--- config.mk ---
export PLATFORM = sky130hd
export DESIGN_NAME = controle_envase
export DESIGN_NICKNAME = d
export VERILOG_FILES = /design/src/rtl/controle_envase.sv
export SDC_FILE = /design/constraint.sdc
export NUM_CORES = 1
export LEC_CHECK = 0
export ABC_AREA = 1
export CAP_MARGIN = 0
export CORE_MARGIN = 5
export CORE_UTILIZATION = 25
export CTS_CLUSTER_SIZE = 12
export DETAILED_ROUTE_END_ITERATION = 6
export GPL_ROUTABILITY_DRIVEN = 0
export PLACE_DENSITY_LB_ADDON = 0.15
export SETUP_SLACK_MARGIN = 0.2
export SYNTH_ARGS = -nofsm -noshare
export SYNTH_HDL_FRONTEND = slang
export SYNTH_SLANG_ARGS = --single-unit
--- constraint.sdc ---
create_clock -name clk -period 2.7 [get_ports clk]
set_clock_uncertainty 0.2 [all_clocks]
set_input_delay 0.405 -clock clk [delete_from_list [all_inputs] [get_ports clk]]
set_output_delay 0.405 -clock clk [all_outputs]
set_load 0.005 [all_outputs]
--- src/rtl/controle_envase.sv ---
// Bottling line controller: conveyor, fill valve and sealer sequencing
// with cork stock, dozen counter, and latched alarm cause.
//
// Ports:
//   clk, reset (async, active-low)
//   start, garrafa, nivel, pos_ved : run request / bottle, level, seal position
//   done_ved, alarme_ved           : sealer completion / sealer fault
//   carga, rearme                  : cork-load pulse / alarm acknowledge
//   motor, ev, req_ved, alarme     : conveyor, valve, seal request, alarm
//   cod_alarme                     : 01 fill timeout, 10 sealer fault, 11 seal timeout
//   duzia, cont_garrafas           : dozen pulse, bottles in current crate
//   estoque, sem_rolha             : corks in stock, stock empty
module controle_envase #(
  parameter int T_ENCHE    = 16,
  parameter int T_VEDA     = 8,
  parameter int ROLHAS_MAX = 20,
  parameter int RECARGA    = 10
) (
  input  logic       clk,
  input  logic       reset,
  input  logic       start,
  input  logic       garrafa,
  input  logic       nivel,
  input  logic       pos_ved,
  input  logic       done_ved,
  input  logic       alarme_ved,
  input  logic       carga,
  input  logic       rearme,
  output logic       motor,
  output logic       ev,
  output logic       req_ved,
  output logic       alarme,
  output logic [1:0] cod_alarme,
  output logic       duzia,
  output logic [3:0] cont_garrafas,
  output logic [4:0] estoque,
  output logic       sem_rolha
);

  typedef enum logic [2:0] {
    IDLE       = 3'd0,
    TRANSPORTA = 3'd1,
    ENCHE      = 3'd2,
    LEVA_VED   = 3'd3,
    VEDA       = 3'd4,
    ALARME     = 3'd5
  } state_t;

  localparam int TMAX = (T_ENCHE > T_VEDA) ? T_ENCHE : T_VEDA;
  localparam int TW   = $clog2(TMAX + 1);

  state_t         r_state;
  logic [TW-1:0]  r_timer;
  logic [3:0]     r_cont;
  logic [4:0]     r_estoque;
  logic [1:0]     r_cod;
  logic           r_duzia;

  logic           w_seal;
  logic           w_fill_to;
  logic           w_seal_to;
  logic [6:0]     w_sum;
  logic [4:0]     w_est_next;

  // alarme_ved outranks done_ved, so a seal only counts without a fault
  assign w_seal    = (r_state == VEDA) && !alarme_ved && done_ved;
  assign w_fill_to = (r_timer == TW'(T_ENCHE - 1));
  assign w_seal_to = (r_timer == TW'(T_VEDA - 1));

  // decrement and reload combine before saturating
  always_comb begin
    w_sum = {2'b00, r_estoque};
    if (w_seal && (r_estoque != 5'd0))
      w_sum = w_sum - 7'd1;
    if (carga)
      w_sum = w_sum + 7'(RECARGA);
    if (w_sum > 7'(ROLHAS_MAX))
      w_est_next = 5'(ROLHAS_MAX);
    else
      w_est_next = w_sum[4:0];
  end

  always_ff @(posedge clk or negedge reset) begin
    if (!reset) begin
      r_state   <= IDLE;
      r_timer   <= '0;
      r_cont    <= 4'd0;
      r_estoque <= 5'd0;
      r_cod     <= 2'b00;
      r_duzia   <= 1'b0;
    end else begin
      r_estoque <= w_est_next;
      r_duzia   <= 1'b0;
      if ((r_state == ENCHE) || (r_state == VEDA))
        r_timer <= r_timer + 1'b1;
      else
        r_timer <= '0;
      if (w_seal) begin
        if (r_cont == 4'd11) begin
          r_cont  <= 4'd0;
          r_duzia <= 1'b1;
        end else begin
          r_cont <= r_cont + 4'd1;
        end
      end
      unique case (r_state)
        IDLE: begin
          if (start && (r_estoque != 5'd0))
            r_state <= TRANSPORTA;
        end
        TRANSPORTA: begin
          if (garrafa) begin
            r_state <= ENCHE;
            r_timer <= '0;
          end
        end
        ENCHE: begin
          if (nivel) begin
            r_state <= LEVA_VED;
          end else if (w_fill_to) begin
            r_state <= ALARME;
            r_cod   <= 2'b01;
          end
        end
        LEVA_VED: begin
          if (pos_ved) begin
            r_state <= VEDA;
            r_timer <= '0;
          end
        end
        VEDA: begin
          if (alarme_ved) begin
            r_state <= ALARME;
            r_cod   <= 2'b10;
          end else if (done_ved) begin
            if (start && (w_est_next != 5'd0))
              r_state <= TRANSPORTA;
            else
              r_state <= IDLE;
          end else if (w_seal_to) begin
            r_state <= ALARME;
            r_cod   <= 2'b11;
          end
        end
        ALARME: begin
          if (rearme) begin
            r_state <= IDLE;
            r_cod   <= 2'b00;
          end
        end
        default: begin
          r_state <= IDLE;
          r_cod   <= 2'b00;
        end
      endcase
    end
  end

  assign motor         = (r_state == TRANSPORTA) || (r_state == LEVA_VED);
  assign ev            = (r_state == ENCHE);
  assign req_ved       = (r_state == VEDA);
  assign alarme        = (r_state == ALARME);
  assign cod_alarme    = r_cod;
  assign duzia         = r_duzia;
  assign cont_garrafas = r_cont;
  assign estoque       = r_estoque;
  assign sem_rolha     = (r_estoque == 5'd0);

endmodule

=== Word-level counts from Yosys, hierarchy flattened ===
Cells that the tools add are included.

* Bitwise logic cells: 1
* Add/sub/neg operators: 4
* Multiplexer cells: 28
* Equality and inequality tests: 18
* Reductions and logical operators: 15
* Magnitude comparators: 1

{| class="wikitable"
|+ Operators with widths
! kind !! count
|-
| two-way mux 3 bit || 9
|-
| two-way mux 5 bit || 4
|-
| one-hot mux 3 bit (6 select lines) || 1
|-
| two-way mux 7 bit || 2
|-
| two-way mux 2 bit || 6
|-
| AND reduction 6 bit || 2
|-
| inequality test 2 bit (second input constant) || 5
|-
| one-hot mux 5 bit (2 select lines) || 1
|-
| nonzero test 5 bit || 2
|-
| one-hot mux 2 bit (4 select lines) || 1
|-
| adder 7 x 4 -> 7 bit (second input constant) || 1
|-
| greater-than comparator 7 x 5 -> 1 bit (second input constant) || 1
|-
| equality test 3 x 2 -> 1 bit (second input constant) || 2
|-
| equality test 3 bit (second input constant) || 2
|-
| inequality test 3 x 2 -> 1 bit (second input constant) || 2
|-
| subtractor 5 x 1 -> 6 bit (second input constant) || 1
|-
| adder 5 x 1 -> 5 bit (second input constant) || 1
|-
| equality test 5 x 3 -> 1 bit (second input constant) || 1
|-
| equality test 5 x 4 -> 1 bit (second input constant) || 1
|-
| logical AND 1 bit || 5
|-
| zero test 5 bit || 1
|-
| adder 4 x 1 -> 4 bit (second input constant) || 1
|-
| equality test 4 bit (second input constant) || 1
|-
| two-way mux 4 bit || 1
|-
| other kinds (10) || 13
|}

* Word-level logic and storage cells: 73
* Output and inout port bits: 17
* Register bits after elaboration: 20

=== Logic depth before layout (Yosys ltp) ===
* Depth after elaboration: 15
* Gate-level depth with buffers: 17
* Gate-level depth less buffers: 17

=== Worst setup path after synthesis ===
OpenSTA, ideal clock, no wires.

* Path type: register -> register
* From: reg r_estoque[0], in the netlist estoque[0]
* To: reg r_state[0]
* Required time: 2380 ps
* Data arrival time: 2020 ps
* Slack: 360 ps
* Cell stages (with the launch flop): 16
* Path through: dfrtp_1 > inv_1 > ha_1 > nand3_2 > nand3_1 > nand2_2 > ha_1 > nor2_1 > xnor2_2 > nand3_1 > nand2_2 > nand3_1 > nand2_1 > nand2_1 > nand2_1 > a21oi_2

* Longest elaborated chain between the ends: 13

{| class="wikitable"
|+ Ends and longest elaborated chain
! element !! line !! text
|-
| from (decl) || 55 || <nowiki>logic [4:0] r_estoque;</nowiki>
|-
| from (signal assigned) || 92 || <nowiki>r_estoque <= w_est_next;</nowiki>
|-
| branches (longest 13 deep; another with adder 7 x 4 -> 7 bit) || - ||
|-
| to (signal assigned) || 109 || <nowiki>r_state <= TRANSPORTA;</nowiki>
|-
| to (signal assigned) || 133 || <nowiki>r_state <= ALARME;</nowiki>
|-
| to (signal assigned) || 137 || <nowiki>r_state <= TRANSPORTA;</nowiki>
|-
| to (decl) || 52 || <nowiki>state_t r_state;</nowiki>
|}

Parallel ways; which one is timed is not known.
A chain may end at the register's enable or synchronous reset.

=== Worst setup path in the final report ===
* From: reg r_estoque[1], in the netlist estoque[1]
* To: out sem_rolha

* Longest elaborated chain between the ends: 1

{| class="wikitable"
|+ Ends and longest elaborated chain
! element !! line !! text
|-
| zero test 5 bit || 167 || <nowiki>assign sem_rolha = (r_estoque == 5'd0);</nowiki>
|-
| to (decl) || 37 || <nowiki>output logic sem_rolha</nowiki>
|}

No other way between the ends.

==> results.toml <==
[critical_path]
r2r_slack_ns = 0.35
timing_worst_setup_path_type = "reg2out"
timing.rr.end = "r_state[0]$_DFFE_PN0P_"
cp-end-kind = "primary output"
crit_fanout = 5
arrival_ns = 1.79
start_kind = "register"
ff2ff_path_depth = 17
required_ns = 2.10
crit_end = "sem_rolha"
startpoint = "estoque[1]$_DFF_PN0_"
reg2reg_from = "r_state[1]$_DFFE_PN0P_"

[pwr]
powerDensity_nw_per_um2 = 1010
p_sw_frac = 0.402
p_clk_frac = 0.150
seqPwrFrac = 0.252
p_sw_mw = 0.817
power_leakage_nw = 0.990
irDropWorstVdd_v = 0.000361
pwr-share-comb = 0.598
power_report.internal_total_mw = 1.22

[timing]
worst_slew_pin_slew_ns = 0.491
fin_crit_ns = 2.39
setup_violations = 0
drv_slew = 0
relSlewSlack = 0.670
hold_viol = 0
min_period_over_period = 0.886
setup-tns-final_ns = 0
rsz0062_at_grt = "no"
max_freq_mhz = 418
hold_ws_ns = 0.274

[route]
wl_met3_um = 180
wire_per_inst_um = 11.2
highest_layer = "met4"
avgViaCountPerCell = 4.22
wl_met1_um = 1620
dr_wl_met2_um = 1520
ant_nets = 0
first_iter_violations = 45
drc = 0
dr.pass1.iters = 4
routed_wl_um = 3360
vias = 1271

[synth]
synth_seq_cells = 20
synth_top_area_cell = "dfrtp_1"
postSynthAreaPerCell_sq_um = 7.59
seq_area_frac_synth = 0.377
netlist_area_sq_um = 1330
syn_nets = 190
synthCells = 175
synth.distinct_cells = 30
synthTopCellsByArea = "dfrtp_1 (38%), nand2_1 (9.3%), inv_1 (8.2%)"
synth_top_area_frac = 0.377
yosysWarnings = 0

[cells_and_area]
syn_to_final_growth_pct = 51.1
layout.nets = 247
final_common_cell = "nand2_1"
layout_common_cells = "nand2_1 (31), buf_4 (27), inv_1 (25), clkdlybuf4s50_1 (24), nor2_1 (21)"
drive_gt1_frac = 0.273
antenna_cells = 0

[clock_network]
cts_hold_buf = 0
cts_buffer_depth = 2
clkLatencyLatePin_ns = 0.26
clk_pin_slew_ns = 0.08
cts_max_level = 1
cts.sinks = 20
cts_buffers = 3
cts_tree = "done"
clock-root-buffer = "clkbuf_8"

[hold_path]
hold_path_class = "in2async"

[grt]
grt_pass1_vias = 1241
grt_pass1_wl_um = 5750
track_usage = 0.101
grt_overflow_total = 0
grt_start_max_net_pins = 21
antenna_found_initial = 0

[run]
drv_cap = 0

[floorplan]
start_util = 0.258
chipHeight_um = 82.9
die_w_um = 82.9
ios = 27
num_rows = 26
core_sq_um = 5140
dieArea_sq_um = 6870

[placed_design]
io_buffers = 26
place.detailed.hpwl_um = 2610

[run_status]
status = "complete, no violations"
-- registers in the layout, indices dropped and copies added, names as in the netlist --
signal and cells:
r_state 3, r_timer 5, estoque 5, duzia 1, cont_garrafas 4, cod_alarme 2
-- synthesized netlist by cell type --
cell type	instances
buf_2	1
o211ai_1	1
nand2_1	33
inv_1	29
o21ai_0	3
a31oi_1	3
nand2_4	2
nor2_2	1
dfrtp_1	20
nand2_2	6
a21oi_2	2
ha_1	5
nand3_1	16
nand4_1	1
o21a_1	1
xnor2_2	1
nor3_1	3
nor4_1	4
a221oi_1	1
nand3_2	4
nor2_8	1
nor2_4	1
a41oi_1	1
xor2_1	2
o22ai_1	2
nor2_1	23
a211oi_1	1
o21ai_1	1
a2111oi_0	1
a21oi_1	5
-- layer usage --
layer,up-vias,GRT usage
li1,690,-
met5,-,0
met3,5,0.0267
met4,0,0.0357
met1,547,0.130
met2,29,0.161
-- cell type report --
| class | instances | area (sq um) |
|---|---|---|
| Clock buffer | 3 | 41.3 |
| Fill cell | 554 | 3130 |
| Multi-Input combinational cell | 125 | 766 |
| Timing Repair Buffer | 53 | 468 |
| Inverter | 29 | 109 |
| Clock inverter | 1 | 30.0 |
| Tap cell | 70 | 87.6 |
| Sequential cell | 20 | 504 |
-- cell families after synthesis --
| logic type | count (synthesis) | synth area share |
|---|---|---|
| AND/OR/NAND/NOR | 95 | 0.357 |
| buffers and inverters | 30 | 0.0858 |
| AO/OA/AOI/OAI | 22 | 0.107 |
| flip-flops | 20 | 0.377 |
| adder cells (fa/ha/maj) | 5 | 0.0471 |
| XOR/XNOR | 3 | 0.0255 |
-- how the worst min path moves through the flow --
stage | slack, ns | to | startpoint | cells past startpoint
floorplan | -0.09 | cod_alarme[0]$_DFFE_PN0P_ | reset | 0
global placement | 0.25 | r_timer[0]$_DFF_PN0_ | r_timer[0]$_DFF_PN0_ | 1
detailed placement | 0.26 | r_timer[0]$_DFF_PN0_ | r_timer[0]$_DFF_PN0_ | 1
CTS | 0.28 | cod_alarme[1]$_DFFE_PN0P_ | reset | 2
global route | 0.31 | r_timer[4]$_DFF_PN0_ | reset | 2
finish | 0.27 | cod_alarme[1]$_DFFE_PN0P_ | reset | 2
-- power by group through the flow --
stage	registers (mW)	clock network, mW	logic [mW]
6_report	0.512	0.306	1.22
5_1_grt	0.530	0.333	1.38
4_1_cts	0.514	0.319	1.11
3_5_place_dp	0.519	0	1.06
3_3_place_gp	0.520	0	1.08
2_1_floorplan	0.504	0	0.632
-- timing repair --
item	CTS	global route
setup endpoints to repair	2	4
resized for setup	4	16
pin swaps	0	9
endpoints found under the hold margin	0	0
buffers inserted	0	9
cloned	0	0
-- critical path, stage by stage, from the launching register on --
cell and delay, ns:
dfrtp_2 0.44, inv_2 0.08, ha_4 0.15, nand3_4 0.11, buf_4 0.17, inv_1 0.07
clkdlybuf4s50_1 0.51
-- through the flow --
stage / instances / worst slack (ns) / utilization / power, mW / instance area, sq um
3_5_place_dp: 288 / -0.116 / 0.351 / 1.58 / 1810
3_3_place_gp: 288 / -0.114 / 0.351 / 1.60 / 1810
5_1_grt: 301 / 0.193 / 0.390 / 2.24 / 2010
2_1_floorplan: 175 / 0.360 / - / 1.14 / 1330
4_1_cts: 292 / 0.202 / 0.370 / 1.94 / 1900
6_report: 301 / 0.307 / 0.390 / 2.03 / 2010
No activity file was read; power rests on OpenSTA's default activity.
